===== config.mk =====
export PLATFORM = sky130hd
export DESIGN_NAME = vga_pixel_engine
export DESIGN_NICKNAME = d
export VERILOG_FILES = /design/src/rtl/vga_pixel_engine.sv
export SDC_FILE = /design/constraint.sdc
export NUM_CORES = 1
export LEC_CHECK = 0
export CORE_ASPECT_RATIO = 1.75
export CORE_UTILIZATION = 40
export DETAILED_ROUTE_END_ITERATION = 10
export REMOVE_ABC_BUFFERS = 1
export SYNTH_ARGS = -nofsm -noshare
export SYNTH_HDL_FRONTEND = slang
export SYNTH_SLANG_ARGS = --single-unit

===== constraint.sdc =====
create_clock -name CLK -period 7.46 [get_ports CLK]
set_clock_uncertainty 0.2 [all_clocks]
set_input_delay 2.238 -clock CLK [delete_from_list [all_inputs] [get_ports CLK]]
set_output_delay 2.238 -clock CLK [all_outputs]
set_load 0.03 [all_outputs]

===== src/rtl/vga_pixel_engine.sv =====
// Bus-mapped VGA frame-buffer pixel writer with a rectangle-fill engine.
// Streams one pixel per clock into the frame buffer's write port.
module vga_pixel_engine #(
  parameter logic [7:0] BASE_ADDR  = 8'hB0,
  parameter int         X_BITS     = 8,
  parameter int         Y_BITS     = 7,
  parameter int         X_MAX      = 159,
  parameter int         Y_MAX      = 119,
  parameter int         Y_INVERT   = 1,
  parameter int         DATA_WIDTH = 8
) (
  input  logic                       CLK,
  input  logic                       RESET,
  input  logic [7:0]                 BUS_ADDR,
  input  logic [7:0]                 BUS_DATA,
  input  logic                       BUS_WE,
  output logic [Y_BITS+X_BITS-1:0]   FB_ADDR,
  output logic [DATA_WIDTH-1:0]      FB_DATA,
  output logic                       FB_WE,
  output logic                       BUSY
);

  localparam logic [X_BITS-1:0] XM  = X_BITS'(X_MAX);
  localparam logic [Y_BITS-1:0] YM  = Y_BITS'(Y_MAX);
  localparam logic [X_BITS:0]   XM1 = (X_BITS+1)'(X_MAX);
  localparam logic [Y_BITS:0]   YM1 = (Y_BITS+1)'(Y_MAX);

  typedef enum logic {
    S_IDLE,
    S_FILL
  } state_t;

  state_t                   r_state, w_state;
  logic [X_BITS-1:0]        r_x, w_x;
  logic [Y_BITS-1:0]        r_y, w_y;
  logic [X_BITS-1:0]        r_w, w_w;
  logic [Y_BITS-1:0]        r_h, w_h;
  logic                     r_auto, w_auto;
  logic [X_BITS-1:0]        r_x0, w_x0;
  logic [X_BITS-1:0]        r_xe, w_xe;
  logic [Y_BITS-1:0]        r_ye, w_ye;
  logic [X_BITS-1:0]        r_cx, w_cx;
  logic [Y_BITS-1:0]        r_cy, w_cy;
  logic [DATA_WIDTH-1:0]    r_col, w_col;
  logic                     r_we, w_we;
  logic [Y_BITS+X_BITS-1:0] r_addr, w_addr;
  logic [DATA_WIDTH-1:0]    r_data, w_data;
  logic                     r_busy, w_busy;

  logic [7:0]               w_off;
  logic                     w_hit;
  logic                     w_inb;
  logic [X_BITS:0]          w_xsum;
  logic [Y_BITS:0]          w_ysum;
  logic [X_BITS-1:0]        w_xclip;
  logic [Y_BITS-1:0]        w_yclip;

  function automatic logic [Y_BITS-1:0] f_row(
    input logic [Y_BITS-1:0] y
  );
    if (Y_INVERT != 0) return YM - y;
    else return y;
  endfunction

  assign w_off = BUS_ADDR - BASE_ADDR;
  assign w_hit = BUS_WE && (BUS_ADDR >= BASE_ADDR)
              && (w_off < 8'd7);
  assign w_inb = (r_x <= XM) && (r_y <= YM);

  // Extra bit keeps X+W-1 and Y+H-1 from wrapping before the clip.
  assign w_xsum = {1'b0, r_x} + {1'b0, r_w}
                - (X_BITS+1)'(1);
  assign w_ysum = {1'b0, r_y} + {1'b0, r_h}
                - (Y_BITS+1)'(1);
  assign w_xclip = (w_xsum > XM1) ? XM
                 : w_xsum[X_BITS-1:0];
  assign w_yclip = (w_ysum > YM1) ? YM
                 : w_ysum[Y_BITS-1:0];

  always_ff @(posedge CLK or posedge RESET) begin
    if (RESET) begin
      r_state <= S_IDLE;
      r_x     <= '0;
      r_y     <= '0;
      r_w     <= '0;
      r_h     <= '0;
      r_auto  <= 1'b0;
      r_x0    <= '0;
      r_xe    <= '0;
      r_ye    <= '0;
      r_cx    <= '0;
      r_cy    <= '0;
      r_col   <= '0;
      r_we    <= 1'b0;
      r_addr  <= '0;
      r_data  <= '0;
      r_busy  <= 1'b0;
    end else begin
      r_state <= w_state;
      r_x     <= w_x;
      r_y     <= w_y;
      r_w     <= w_w;
      r_h     <= w_h;
      r_auto  <= w_auto;
      r_x0    <= w_x0;
      r_xe    <= w_xe;
      r_ye    <= w_ye;
      r_cx    <= w_cx;
      r_cy    <= w_cy;
      r_col   <= w_col;
      r_we    <= w_we;
      r_addr  <= w_addr;
      r_data  <= w_data;
      r_busy  <= w_busy;
    end
  end

  always_comb begin
    w_state = r_state;
    w_x     = r_x;
    w_y     = r_y;
    w_w     = r_w;
    w_h     = r_h;
    w_auto  = r_auto;
    w_x0    = r_x0;
    w_xe    = r_xe;
    w_ye    = r_ye;
    w_cx    = r_cx;
    w_cy    = r_cy;
    w_col   = r_col;
    w_we    = 1'b0;
    w_addr  = r_addr;
    w_data  = r_data;
    w_busy  = 1'b0;
    unique case (r_state)
      S_IDLE: begin
        if (w_hit) begin
          case (w_off[2:0])
            3'd0: w_x = BUS_DATA[X_BITS-1:0];
            3'd1: w_y = BUS_DATA[Y_BITS-1:0];
            3'd2: begin
              if (w_inb) begin
                w_we   = 1'b1;
                w_addr = {f_row(r_y), r_x};
                w_data = BUS_DATA[DATA_WIDTH-1:0];
              end
              if (r_auto) begin
                if (r_x >= XM) begin
                  w_x = '0;
                  w_y = (r_y >= YM) ? '0
                      : r_y + Y_BITS'(1);
                end else begin
                  w_x = r_x + X_BITS'(1);
                end
              end
            end
            3'd3: w_auto = BUS_DATA[0];
            3'd4: w_w = BUS_DATA[X_BITS-1:0];
            3'd5: w_h = BUS_DATA[Y_BITS-1:0];
            3'd6: begin
              if (w_inb && (r_w != '0)
                  && (r_h != '0)) begin
                w_state = S_FILL;
                w_busy  = 1'b1;
                w_col   = BUS_DATA[DATA_WIDTH-1:0];
                w_x0    = r_x;
                w_xe    = w_xclip;
                w_ye    = w_yclip;
                w_cx    = r_x;
                w_cy    = r_y;
                w_we    = 1'b1;
                w_addr  = {f_row(r_y), r_x};
                w_data  = BUS_DATA[DATA_WIDTH-1:0];
              end
            end
            default: ;
          endcase
        end
      end
      S_FILL: begin
        // Cursor holds the pixel on the port this cycle.
        if ((r_cx == r_xe) && (r_cy == r_ye)) begin
          w_state = S_IDLE;
        end else begin
          if (r_cx == r_xe) begin
            w_cx = r_x0;
            w_cy = r_cy + Y_BITS'(1);
          end else begin
            w_cx = r_cx + X_BITS'(1);
          end
          w_busy = 1'b1;
          w_we   = 1'b1;
          w_addr = {f_row(w_cy), w_cx};
          w_data = r_col;
        end
      end
      default: w_state = S_IDLE;
    endcase
  end

  assign FB_WE   = r_we;
  assign FB_ADDR = r_addr;
  assign FB_DATA = r_data;
  assign BUSY    = r_busy;

endmodule

* After elaboration in Yosys (flattened, before gate mapping) *
Index checks and enable logic that the tools add are counted.

word-level totals
  output and inout bits = 25
  flip-flop bits (word level) = 102
  bits of input ports = 19
  logic and storage cells = 115

cells by class
  equality and inequality tests = 17
  reduce and logical (&&, ||, !) cells = 19
  $add $sub $neg = 11
  $lt $le $gt $ge = 8
  mux-type cells = 44
  bitwise gates (word level) = 1

operators with widths
  cell                 count
  $mux 8               12
  $mux 7               11
  $pmux 8 s2           4
  $mux 15              4
  $pmux 15 s2          2
  $pmux 7 s2           2
  $add 8x1->8 const B  2
  $ge 8x8->1 const B   2
  $add 7x1->7 const B  2
  $sub 7x7->7 const A  2
  $reduce_and 4->1     3
  $ne 2x2->1 const B   5
  $reduce_and 5->1     2
  $add 8x8->9          1
  $eq 3x3->1 const B   3
  $gt 9x8->1 const B   1
  $reduce_and 3->1     3
  $sub 9x1->9 const B  1
  $add 7x7->8          1
  $eq 8x8->1           1
  $gt 8x7->1 const B   1
  $le 8x8->1 const B   1
  $lt 8x3->1 const B   1
  $reduce_bool 8->1    1
  17 further kinds     32

* Logic depth before layout (Yosys ltp) *
Gate-level depths: netlist (run 1).

  depth in word-level cells = 8
  mapped depth = 12
  mapped depth without buffers = 12

* Least setup slack after synthesis (run 1) *
OpenSTA, ideal clock, no wires.

  path type = input to register
  from = input BUS_ADDR[1]
  to = register r_xe[3]
  cell stages on the path = 7
  setup slack = 3.558 ns
  library setup time = 0.148 ns
  required time = 7.112 ns
  path buffers = 2
  arrival = 3.554 ns
  path through = nor2b_1 > o21ai_1 > or4_1 > clkbuf_1 > buf_2 > nor2_1 > a31oi_1

between the ends
  word-level cells in the longest chain between the ends = 4
  elaborated cells between the ends (all ways) = 7
  those cells by class = add/sub (1); order compare (2); eq/ne (1); reduce/logical (3)

RTL lines
  item                                                    RTL line  RTL
  start: declaration                                      14        input logic [7:0] BUS_ADDR,
  $sub 8x8->8 / $ge 8x8->1 (equally long branches)        65, 66
  $lt 8x3->1 / $logic_and 1x1->1 (equally long branches)  67, 66
  $logic_and 1x1->1                                       67        && (w_off < 8'd7);
  $reduce_and 4->1 (no source line) *                     -
  end signal: assignment                                  106       r_xe <= w_xe;
  end: declaration                                        40        logic [X_BITS-1:0] r_xe, w_xe;

Every way passes the cells marked *; elsewhere a longest branch is shown, timed or not.
A chain may end at the register's enable or synchronous reset.

* Final worst setup path (run 1) *
  from = input BUS_ADDR[1]
  to = register r_addr[3] (netlist: FB_ADDR[3])

between the ends
  word-level cells in the longest chain between the ends = 5
  elaborated cells between the ends (all ways) = 15
  those cells by class = add/sub (1); order compare (2); eq/ne (6); mux (3); reduce/logical (3)

RTL lines
  item                                                                     RTL line  RTL
  $sub 8x8->8 / $ge 8x8->1 (equally long branches)                         65, 66
  $lt 8x3->1, or another cell as far along                                 67
  $logic_and 1x1->1 / $pmux 15 s2 (equally long branches)                  67, 138
  $ne 2x2->1 (no source line) / $mux 15 (equally long branches)            -
  $reduce_and 5->1 (no source line) / $pmux 15 s2 (equally long branches)  -
  end signal: assignment                                                   112       r_addr <= w_addr;
  end: declaration                                                         46        logic [Y_BITS+X_BITS-1:0] r_addr, w_addr;

Several ways; a longest one is shown, not always the timed one. The select of a mux whose other input is x is not followed.

==> run_results.csv, run 1 <==
group,metric,value,unit
status,status,"finished clean",
drt,vias,4919,
synthesis,yosysMostFrequentCell,"dfrtp_1",
die,rows,60,
die,die_y,168.1,µm
drt,drt_wl_total,14700,µm
pwr,leakage,3.291,nW
cts,insertion_delay,350,ps
die,core,15390,µm²
synthesis,synth_top_area_share,40.48,%
synthesis,netlist_area,6306,µm²
cts,cts_tree,"done",
cts,cts.htree.levels,3,
setup_path,critPathKind,"primary input to register",
placement,io_buffers,43,
sta,period_minus_slack,4960,ps
sta,slew_headroom,18.69,%
synthesis,synth_ff_type,"dfrtp_1",
final_layout,final_nets,752,
synthesis,synth_seq_cells,102,
setup_path,rrSetupSlack,4220,ps
final_layout,drive_gt1_share,9.728,%
setup_path,crit_path_cell_trace,"clkdlybuf4s50_1 -> nor2b_1 -> nand2b_1 -> o21ai_1 -> a22oi_4 -> inv_2 -> mux2_4",
cts,clockBufferDepth,2,
drt,avgRoutedWirePerCell,16.61,µm
hold_path,hp-start,"r_col[3]",
setup_path,end_kind,"register",
die,design.die.area,16290,µm²
setup_path,r2r-end,"FB_ADDR[3]",
synthesis,async_flop_share,100.0,%
synthesis,synth_edf_count,0,
cts,cts_made_buffers,9,
sta,tns,0,ps
sta,final_hold_viol_count,0,
global_routing,grt.total_usage,19.01,%
synthesis,syn_avg_cell_area,9.469,µm²
sta,tightest_slew,1220,ps
pwr,peakVddDrop,0.0001324,V
synthesis,synthTopCellsByArea,"dfrtp_1, ha_1, mux2i_1",
die,die_w,96.92,µm
flow_run,max_cap_viol_count,0,
sta,rsz0062_at_grt,"no",
hold_path,min_delay_worst_endpoint,"r_col[3]",
die,start_util,40.98,%
setup_path,slowest_stage,"a22oi_4",
drt,ant_nets,0,
cts,clockRootBuffer,"clkbuf_16",
setup_path,cp-start-kind,"primary input",
cts,ctsResizeCount,0,
die,io_pins,44,
synthesis,seq_area_frac_synth,40.48,%
global_routing,grt_pass1_wl,24850,µm
synthesis,synth_area_leader_cell,"dfrtp_1",
sta,period_share,66.49,%
global_routing,overflow,0,
final_layout,area_delta_synth_final,14.03,%
cts,clk_pin_slew,80,ps
setup_path,reg2regPathDepth,8,
drt,drc_errors,0,
cts,cts_hold_buf,0,
global_routing,first_global_vias,4987,
sta,fmax,201.6,MHz
synthesis,yosys_warnings,0,
setup_path,cp.arrival,5000,ps
setup_path,regToRegStartpoint,"r_y[3]",
synthesis,synth_cells,666,
drt,viasPerCell,5.558,
cts,cts_setup_buffers,0,
global_routing,grt_max_degree,71,
synthesis,ys_top_cells_by_count,"dfrtp_1, inv_1, nand2_1, o21ai_0, nor2_1",
drt,drt_iter0_markers,224,
pwr,p_per_area,205.1,nW/µm²
placement,hpwl,10840,µm
hold_path,hold_depth,2,
cts,cts.sink_count,102,
sta,drv_slew,0,
final_layout,diodes,0,
synthesis,synth_cell_types,66,
sta,setup_violations,0,
drt,drt_pass1_iterations,5,
placement,place.gp.congestion,0.8971,
setup_path,crit_path_max_incr_delay,660,ps
setup_path,cp.required,7500,ps
hold_path,hold_path_class,"register to register",
pwr,total_power,1.475,mW
global_routing,antenna_found_initial,0,
setup_path,critPathMaxFanout,27,
==> routing by layer <==
metal  GRT usage, %  vias to the layer above  wire length [µm]  share of wire [%]
met1          21.23                     2340              5819                 40
met4          10.77                        0               669                4.6
met2          34.23                      153              7633                 52
met3          2.781                       44               580                3.9
met5              0                        -                 0                  0
li1               -                     2382                 -                  -
==> placed cells by master, fill, tap and decap left out, types with 4 or more instances in the layout <==
master / instances
a21o_1: 4
a21oi_1: 29
a31oi_1: 16
a32oi_1: 7
and3_1: 8
buf_4: 4
clkbuf_16: 9
clkdlybuf4s50_1: 43
dfrtp_1: 101
ha_1: 37
inv_1: 68
mux2_2: 20
mux2_4: 10
mux2i_1: 28
nand2_1: 64
nand2b_1: 4
nand3_1: 14
nor2_1: 45
nor2b_1: 6
nor3_1: 9
o21ai_0: 51
o21bai_1: 4
o22ai_1: 4
or4_1: 6
xnor2_1: 23
xor2_1: 14
==> registers in the layout (all words and copies together) (netlist names), 8 cells and up <==
| register | flops |
|---|---|
| FB_ADDR | 15 |
| FB_DATA | 8 |
| r_col | 8 |
| r_cx | 8 |
| r_w | 8 |
| r_x | 8 |
| r_x0 | 8 |
| r_xe | 8 |
==> power by group <==
part	total [mW]	switching (mW)	internal [mW]
Combinational	0.365	0.213	0.152
Sequential	0.613	0.0319	0.581
Clock	0.497	0.228	0.269
Total	1.47	0.472	1.00
==> area by class of cell <==
cell class | count | area, µm²
timing repair buffer | 47 | 460.4
sequential | 102 | 2554
inverter | 71 | 269.0
clock inverter | 7 | 91.34
fill | 1442 | 8199
tap | 186 | 232.7
clock buffer | 9 | 225.2
multi-input combinational | 463 | 3358
==> how the worst max path moves through the flow <==
stage | depth (start not counted) | to | startpoint | slack (ps)
floorplan | 1 | BUSY | RESET | 2350
global placement | 7 | FB_ADDR[3] | BUS_ADDR[1] | 2160
detailed placement | 7 | FB_ADDR[5] | BUS_ADDR[1] | 2080
CTS | 7 | FB_ADDR[3] | BUS_ADDR[1] | 2460
global route | 7 | FB_ADDR[3] | BUS_ADDR[1] | 2220
finish | 7 | FB_ADDR[3] | BUS_ADDR[1] | 2500
==> per-stage QoR <==
| step | util (%) | std cells | setup slack [ps] | hold WS (ps) | area, µm² |
|---|---|---|---|---|---|
| floorplan | - | 636 | 2347 | 245.4 | 6168 |
| global placement | 44.67 | 869 | 2162 | 257.5 | 6874 |
| detailed placement | 44.67 | 869 | 2082 | 267.3 | 6874 |
| CTS | 46.72 | 885 | 2461 | 285.1 | 7191 |
| global route | 46.72 | 885 | 2225 | 308.1 | 7191 |
| finish | 46.72 | 885 | 2500 | 286.1 | 7191 |
==> logic make-up (layout without fill, tap and decap cells) <==
family,Yosys count,count (layout),share of synthesized area (%)
flops,102,102,40.48
mux,58,58,10.40
simple gates,181,181,14.35
buf+inv,101,134,6.409
compound gates,147,147,15.00
xor+xnor,38,38,5.397
fa+ha+maj,39,39,7.976
==> worst max-delay path, delay by kind of cell <==
kind                   cells  cell delay, ps
AOI/OAI and AO/OA          2             880
buffers and inverters      2             780
and+or+nand+nor            2             720
muxes                      1             360
Note: power is estimated with default switching activity, not from simulation.
==> run 2, diff against run 1 <==
==> constraint.sdc (replaced) <==
create_clock -name CLK -period 4.35 [get_ports CLK]
set_clock_uncertainty 0.2 [all_clocks]
set_input_delay 1.305 -clock CLK [delete_from_list [all_inputs] [get_ports CLK]]
set_output_delay 1.305 -clock CLK [all_outputs]
set_load 0.03 [all_outputs]
==> run_results.csv, run 2 (same netlist as run 1, synthesis figures left out) <==
group,metric,value,unit
status,status,"finished clean",
die,design.die.area,16290,µm²
sta,fmax,288.9,MHz
global_routing,grt_pass1_wl,25270,µm
cts,ctsResizeCount,0,
global_routing,grt.total_usage,19.42,%
pwr,p_per_area,342.8,nW/µm²
final_layout,area_delta_synth_final,14.23,%
die,io_pins,44,
placement,placedCellCount,873,
final_layout,final_nets,756,
hold_path,hold_path_class,"register to register",
pwr,leakage,3.300,nW
cts,insertion_delay,350,ps
placement,hpwl,11290,µm
drt,vias,4834,
cts,cts_made_buffers,9,
global_routing,overflow,0,
setup_path,crit_path_cell_trace,"clkdlybuf4s50_1 -> nor2b_1 -> o21ai_1 -> or4_1 -> buf_4 -> o41ai_1",
final_layout,final_cells,889,
placement,place.gp.congestion,0.8921,
final_layout,drive_gt1_share,10.10,%
sta,rsz0062_at_grt,"no",
drt,drt_wl_total,14930,µm
drt,viasPerCell,5.438,
drt,avgRoutedWirePerCell,16.79,µm
placement,io_buffers,43,
setup_path,cp.required,4390,ps
cts,clockRootBuffer,"clkbuf_16",
setup_path,critPathMaxFanout,27,
setup_path,critPathKind,"primary input to register",
sta,drv_slew,0,
sta,tightest_slew,669.3,ps
hold_path,hold_depth,2,
final_layout,diodes,0,
sta,period_minus_slack,3461,ps
die,rows,60,
global_routing,antenna_found_initial,0,
cts,clk_pin_slew,70,ps
die,die_w,96.92,µm
cts,cts.sink_count,102,
setup_path,cp_top_family,"simple AND/OR/NAND/NOR gates",
pwr,peakVddDrop,0.0001975,V
setup_path,slowest_stage,"clkdlybuf4s50_1",
final_layout,final_cell_mix,"dfrtp_1, inv_1, nand2_1",
final_layout,largest_reg_flops,15,
cts,cts.htree.levels,3,
setup_path,end_kind,"register",
global_routing,first_global_vias,5038,
flow_run,max_cap_viol_count,0,
setup_path,path_buf_inv,2,
setup_path,cp-start-kind,"primary input",
die,start_util,40.98,%
sta,final_hold_viol_count,0,
cts,cts_tree,"done",
sta,setup_violations,0,
cts,clockBufferDepth,2,
sta,slew_headroom,54.97,%
cts,cts_hold_buf,0,
setup_path,critical_path_depth,6,
setup_path,cp.arrival,3500,ps
final_layout,mostFrequentLayoutCell,"dfrtp_1",
cts,cts_setup_buffers,0,
global_routing,grt_max_degree,53,
die,die_y,168.1,µm
sta,period_share,79.57,%
drt,drc_errors,0,
drt,ant_nets,0,
drt,drt_pass1_iterations,4,
drt,drt_iter0_markers,202,
setup_path,reg2regPathDepth,10,
die,core,15390,µm²
sta,tns,0,ps
setup_path,crit_path_max_incr_delay,560,ps
-- run 2: cell types whose count changed in the layout (fill, tap and decap cells not counted), sizes merged --
cell / change
clkbuf: +3
inv: -2
buf: +4
bufinv: -1
-- run 2: area by class of cell --
class | count | area, µm²
clock inverters | 4 | 30.03
multi-input cells | 463 | 3358
clock buffers | 12 | 256.5
well taps | 186 | 232.7
repair buffers | 51 | 503.0
fillers | 1447 | 8187
inverters | 71 | 269.0
flip-flops and latches | 102 | 2554
-- run 2: stage by stage --
stage	util (%)	cell area, µm²	hold WS, ps	setup WS [ps]	total power, mW
detailed placement	44.94	6917	265.6	540.2	1.704
floorplan	-	6168	245.4	169.5	1.508
CTS	46.80	7203	281.6	903.4	2.490
global placement	44.94	6917	261.6	594.6	1.691
finish	46.80	7203	274.1	888.9	2.470
global route	46.80	7203	293.4	722.8	2.599
-- run 2: worst paths after layout --
check	start	slack, ps	end
worst max-delay path	BUS_ADDR[1]	890	r_xe[6]
worst min register to register	r_col[0]	270	r_col[0]
worst max register to register	r_x[2]	1140	r_xe[5]
max in group asynchronous	RESET	2010	BUSY
min in group asynchronous	RESET	1220	r_col[1]
worst min-delay path	r_col[0]	270	r_col[0]
-- run 2: report_power, final --
group / switching (mW) / internal (mW) / total, mW
sequential: 0.0539 / 0.997 / 1.05
combinational: 0.369 / 0.263 / 0.632
clock: 0.364 / 0.422 / 0.786
-- run 2: layer usage --
| metal | vias to the layer above | routed length, µm | GRT usage [%] |
|---|---|---|---|
| li1 | 2384 | - | - |
| met1 | 2286 | 5911 | 21.77 |
| met2 | 125 | 7777 | 34.94 |
| met3 | 39 | 582 | 3.487 |
| met4 | 0 | 658 | 9.864 |
| met5 | - | 0 | 0 |
-- run 2: worst reg2reg max path: stages, from the launching register on --
cell     delay, ps
dfrtp_1        410
inv_1          140
ha_1           360
inv_1           60
ha_1           290
a21o_1         190
a21oi_1        320
o21ai_0        130
a31o_2         260
xnor2_1        530
a32o_1         280
==> run 3, diff against run 2 <==
==> constraint.sdc (replaced) <==
create_clock -name CLK -period 3.4 [get_ports CLK]
set_clock_uncertainty 0.2 [all_clocks]
set_input_delay 1.02 -clock CLK [delete_from_list [all_inputs] [get_ports CLK]]
set_output_delay 1.02 -clock CLK [all_outputs]
set_load 0.03 [all_outputs]
==> run_results.csv, run 3 (same netlist as run 1, synthesis figures left out) <==
group,metric,value,unit
placement,hpwl,11770,µm
pwr,p_per_area,440.1,nW/µm²
drt,ant_nets,0,
status,status,"finished clean",
drt,drt_pass1_iterations,4,
sta,period_minus_slack,3185,ps
setup_path,crit_path_max_incr_delay,470,ps
die,die_w,96.92,µm
setup_path,critPathMaxFanout,6,
placement,pre_cts_slack,2.633,ps
final_layout,drive_gt1_share,11.45,%
cts,clk_pin_slew,60,ps
sta,worst_slack,214.8,ps
setup_path,rrSetupSlack,210,ps
die,start_util,40.98,%
sta,final_hold_viol_count,0,
cts,insertion_delay,340,ps
die,die_y,168.1,µm
drt,drt_iter0_markers,250,
setup_path,slowest_stage,"fa_1",
global_routing,overflow,0,
final_layout,diodes,0,
final_layout,largest_reg_flops,15,
drt,vias,4950,
drt,avgRoutedWirePerCell,17.19,µm
sta,tightest_slew,639.1,ps
pwr,seqPwrFrac,41.7,%
setup_path,cp.arrival,3240,ps
die,rows,60,
flow_run,max_cap_viol_count,0,
setup_path,critPathKind,"register to register",
sta,tns,0,ps
pwr,clockPowerShare,32.1,%
sta,fmax,314.0,MHz
setup_path,cp_common_cell,"inv_1",
sta,rsz0062_at_grt,"no",
cts,cts_setup_buffers,0,
cts,cts.sink_count,102,
die,core,15390,µm²
pwr,switching_share,30.81,%
setup_path,end_kind,"register",
setup_path,crit_path_cell_trace,"inv_1 -> ha_1 -> inv_1 -> ha_1 -> inv_1 -> fa_1 -> nor2b_1 -> o21a_1 -> o2111ai_1 -> o211ai_1 -> o2111ai_1 -> a31oi_1",
cts,cts.htree.levels,3,
cts,ctsResizeCount,0,
placement,place.gp.congestion,0.8979,
pwr,power.internal,2.229,mW
die,io_pins,44,
setup_path,cp.required,3460,ps
cts,cts_made_buffers,9,
cts,cts_tree,"done",
cts,clockRootBuffer,"clkbuf_16",
global_routing,first_global_vias,5218,
final_layout,area_delta_synth_final,16.09,%
sta,period_share,93.68,%
final_layout,final_cell_mix,"dfrtp_1, inv_1, nand2_1",
global_routing,grt.total_usage,19.98,%
drt,viasPerCell,5.488,
pwr,p_switching,992.7,µW
pwr,p_comb_share,26.2,%
global_routing,grt_max_degree,103,
cts,clockBufferDepth,2,
die,design.die.area,16290,µm²
placement,io_buffers,43,
final_layout,mostFrequentLayoutCell,"dfrtp_1",
pwr,peakVddDrop,0.0002710,V
drt,drt_wl_total,15510,µm
cts,cts_hold_buf,0,
sta,setup_violations,0,
global_routing,grt_pass1_wl,26070,µm
sta,drv_slew,0,
sta,slew_headroom,57.29,%
hold_path,hold_path_class,"register to register",
setup_path,cp-start-kind,"register",
final_layout,final_nets,769,
drt,drc_errors,0,
global_routing,antenna_found_initial,0,
pwr,leakage,3.372,nW
## run 3: cell count changes in the layout (fill, tap and decap cells not counted), sizes merged
cell / delta
clkinvlp: -1
inv: -1
bufinv: +1
clkbuf: +1
buf: +13
## run 3: worst paths after layout
check	end	from	cells past startpoint
max in group asynchronous	BUSY	RESET	3
worst max register to register	r_xe[2]	r_x[1]	12
worst min register to register	r_col[1]	r_col[1]	2
worst min-delay path	r_col[1]	r_col[1]	2
worst max-delay path	r_xe[2]	r_x[1]	12
min in group asynchronous	FB_DATA[5]	RESET	3
## run 3: through the flow
| step | cell area [µm²] | instances | utilization (%) | hold slack (ps) | power, mW |
|---|---|---|---|---|---|
| floorplan | 6168 | 636 | - | 245.4 | 1.929 |
| global placement | 7027 | 886 | 45.66 | 260.6 | 2.192 |
| detailed placement | 7027 | 886 | 45.66 | 270.4 | 2.215 |
| CTS | 7321 | 902 | 47.57 | 285.1 | 3.261 |
| global route | 7321 | 902 | 47.57 | 305.6 | 3.397 |
| finish | 7321 | 902 | 47.57 | 277.7 | 3.222 |
## run 3: layout make-up
class	count	area, µm²
Inverter	71	269.0
Clock inverter	3	43.79
Timing Repair Buffer	64	613.1
Sequential cell	102	2554
Tap cell	186	232.7
Clock buffer	13	250.2
Fill cell	1436	8069
Multi-Input combinational cell	463	3358
## run 3: metal layers
metal	track usage, %	vias up	share of wire (%)
li1	-	2416	-
met1	22.18	2410	39
met2	37.75	98	55
met3	2.366	26	2.5
met4	8.696	0	2.6
met5	0	-	0
## run 3: worst max-delay path, delay by kind of cell (launching register included)
family / cells / cell delay, ps
AND/OR/NAND/NOR: 1 / 180
adder cells (fa/ha/maj): 3 / 940
AO/OA/AOI/OAI: 5 / 1160
flip-flops: 1 / 390
buffers and inverters: 3 / 230
## run 3: power by group through the flow
stage / combinational (mW) / sequential, mW / clock, mW
after floorplan: 0.524 / 1.41 / 0
after global placement: 0.828 / 1.36 / 0
after detailed placement: 0.848 / 1.37 / 0
after CTS: 0.853 / 1.34 / 1.06
after global routing: 0.935 / 1.35 / 1.11
final: 0.844 / 1.34 / 1.03
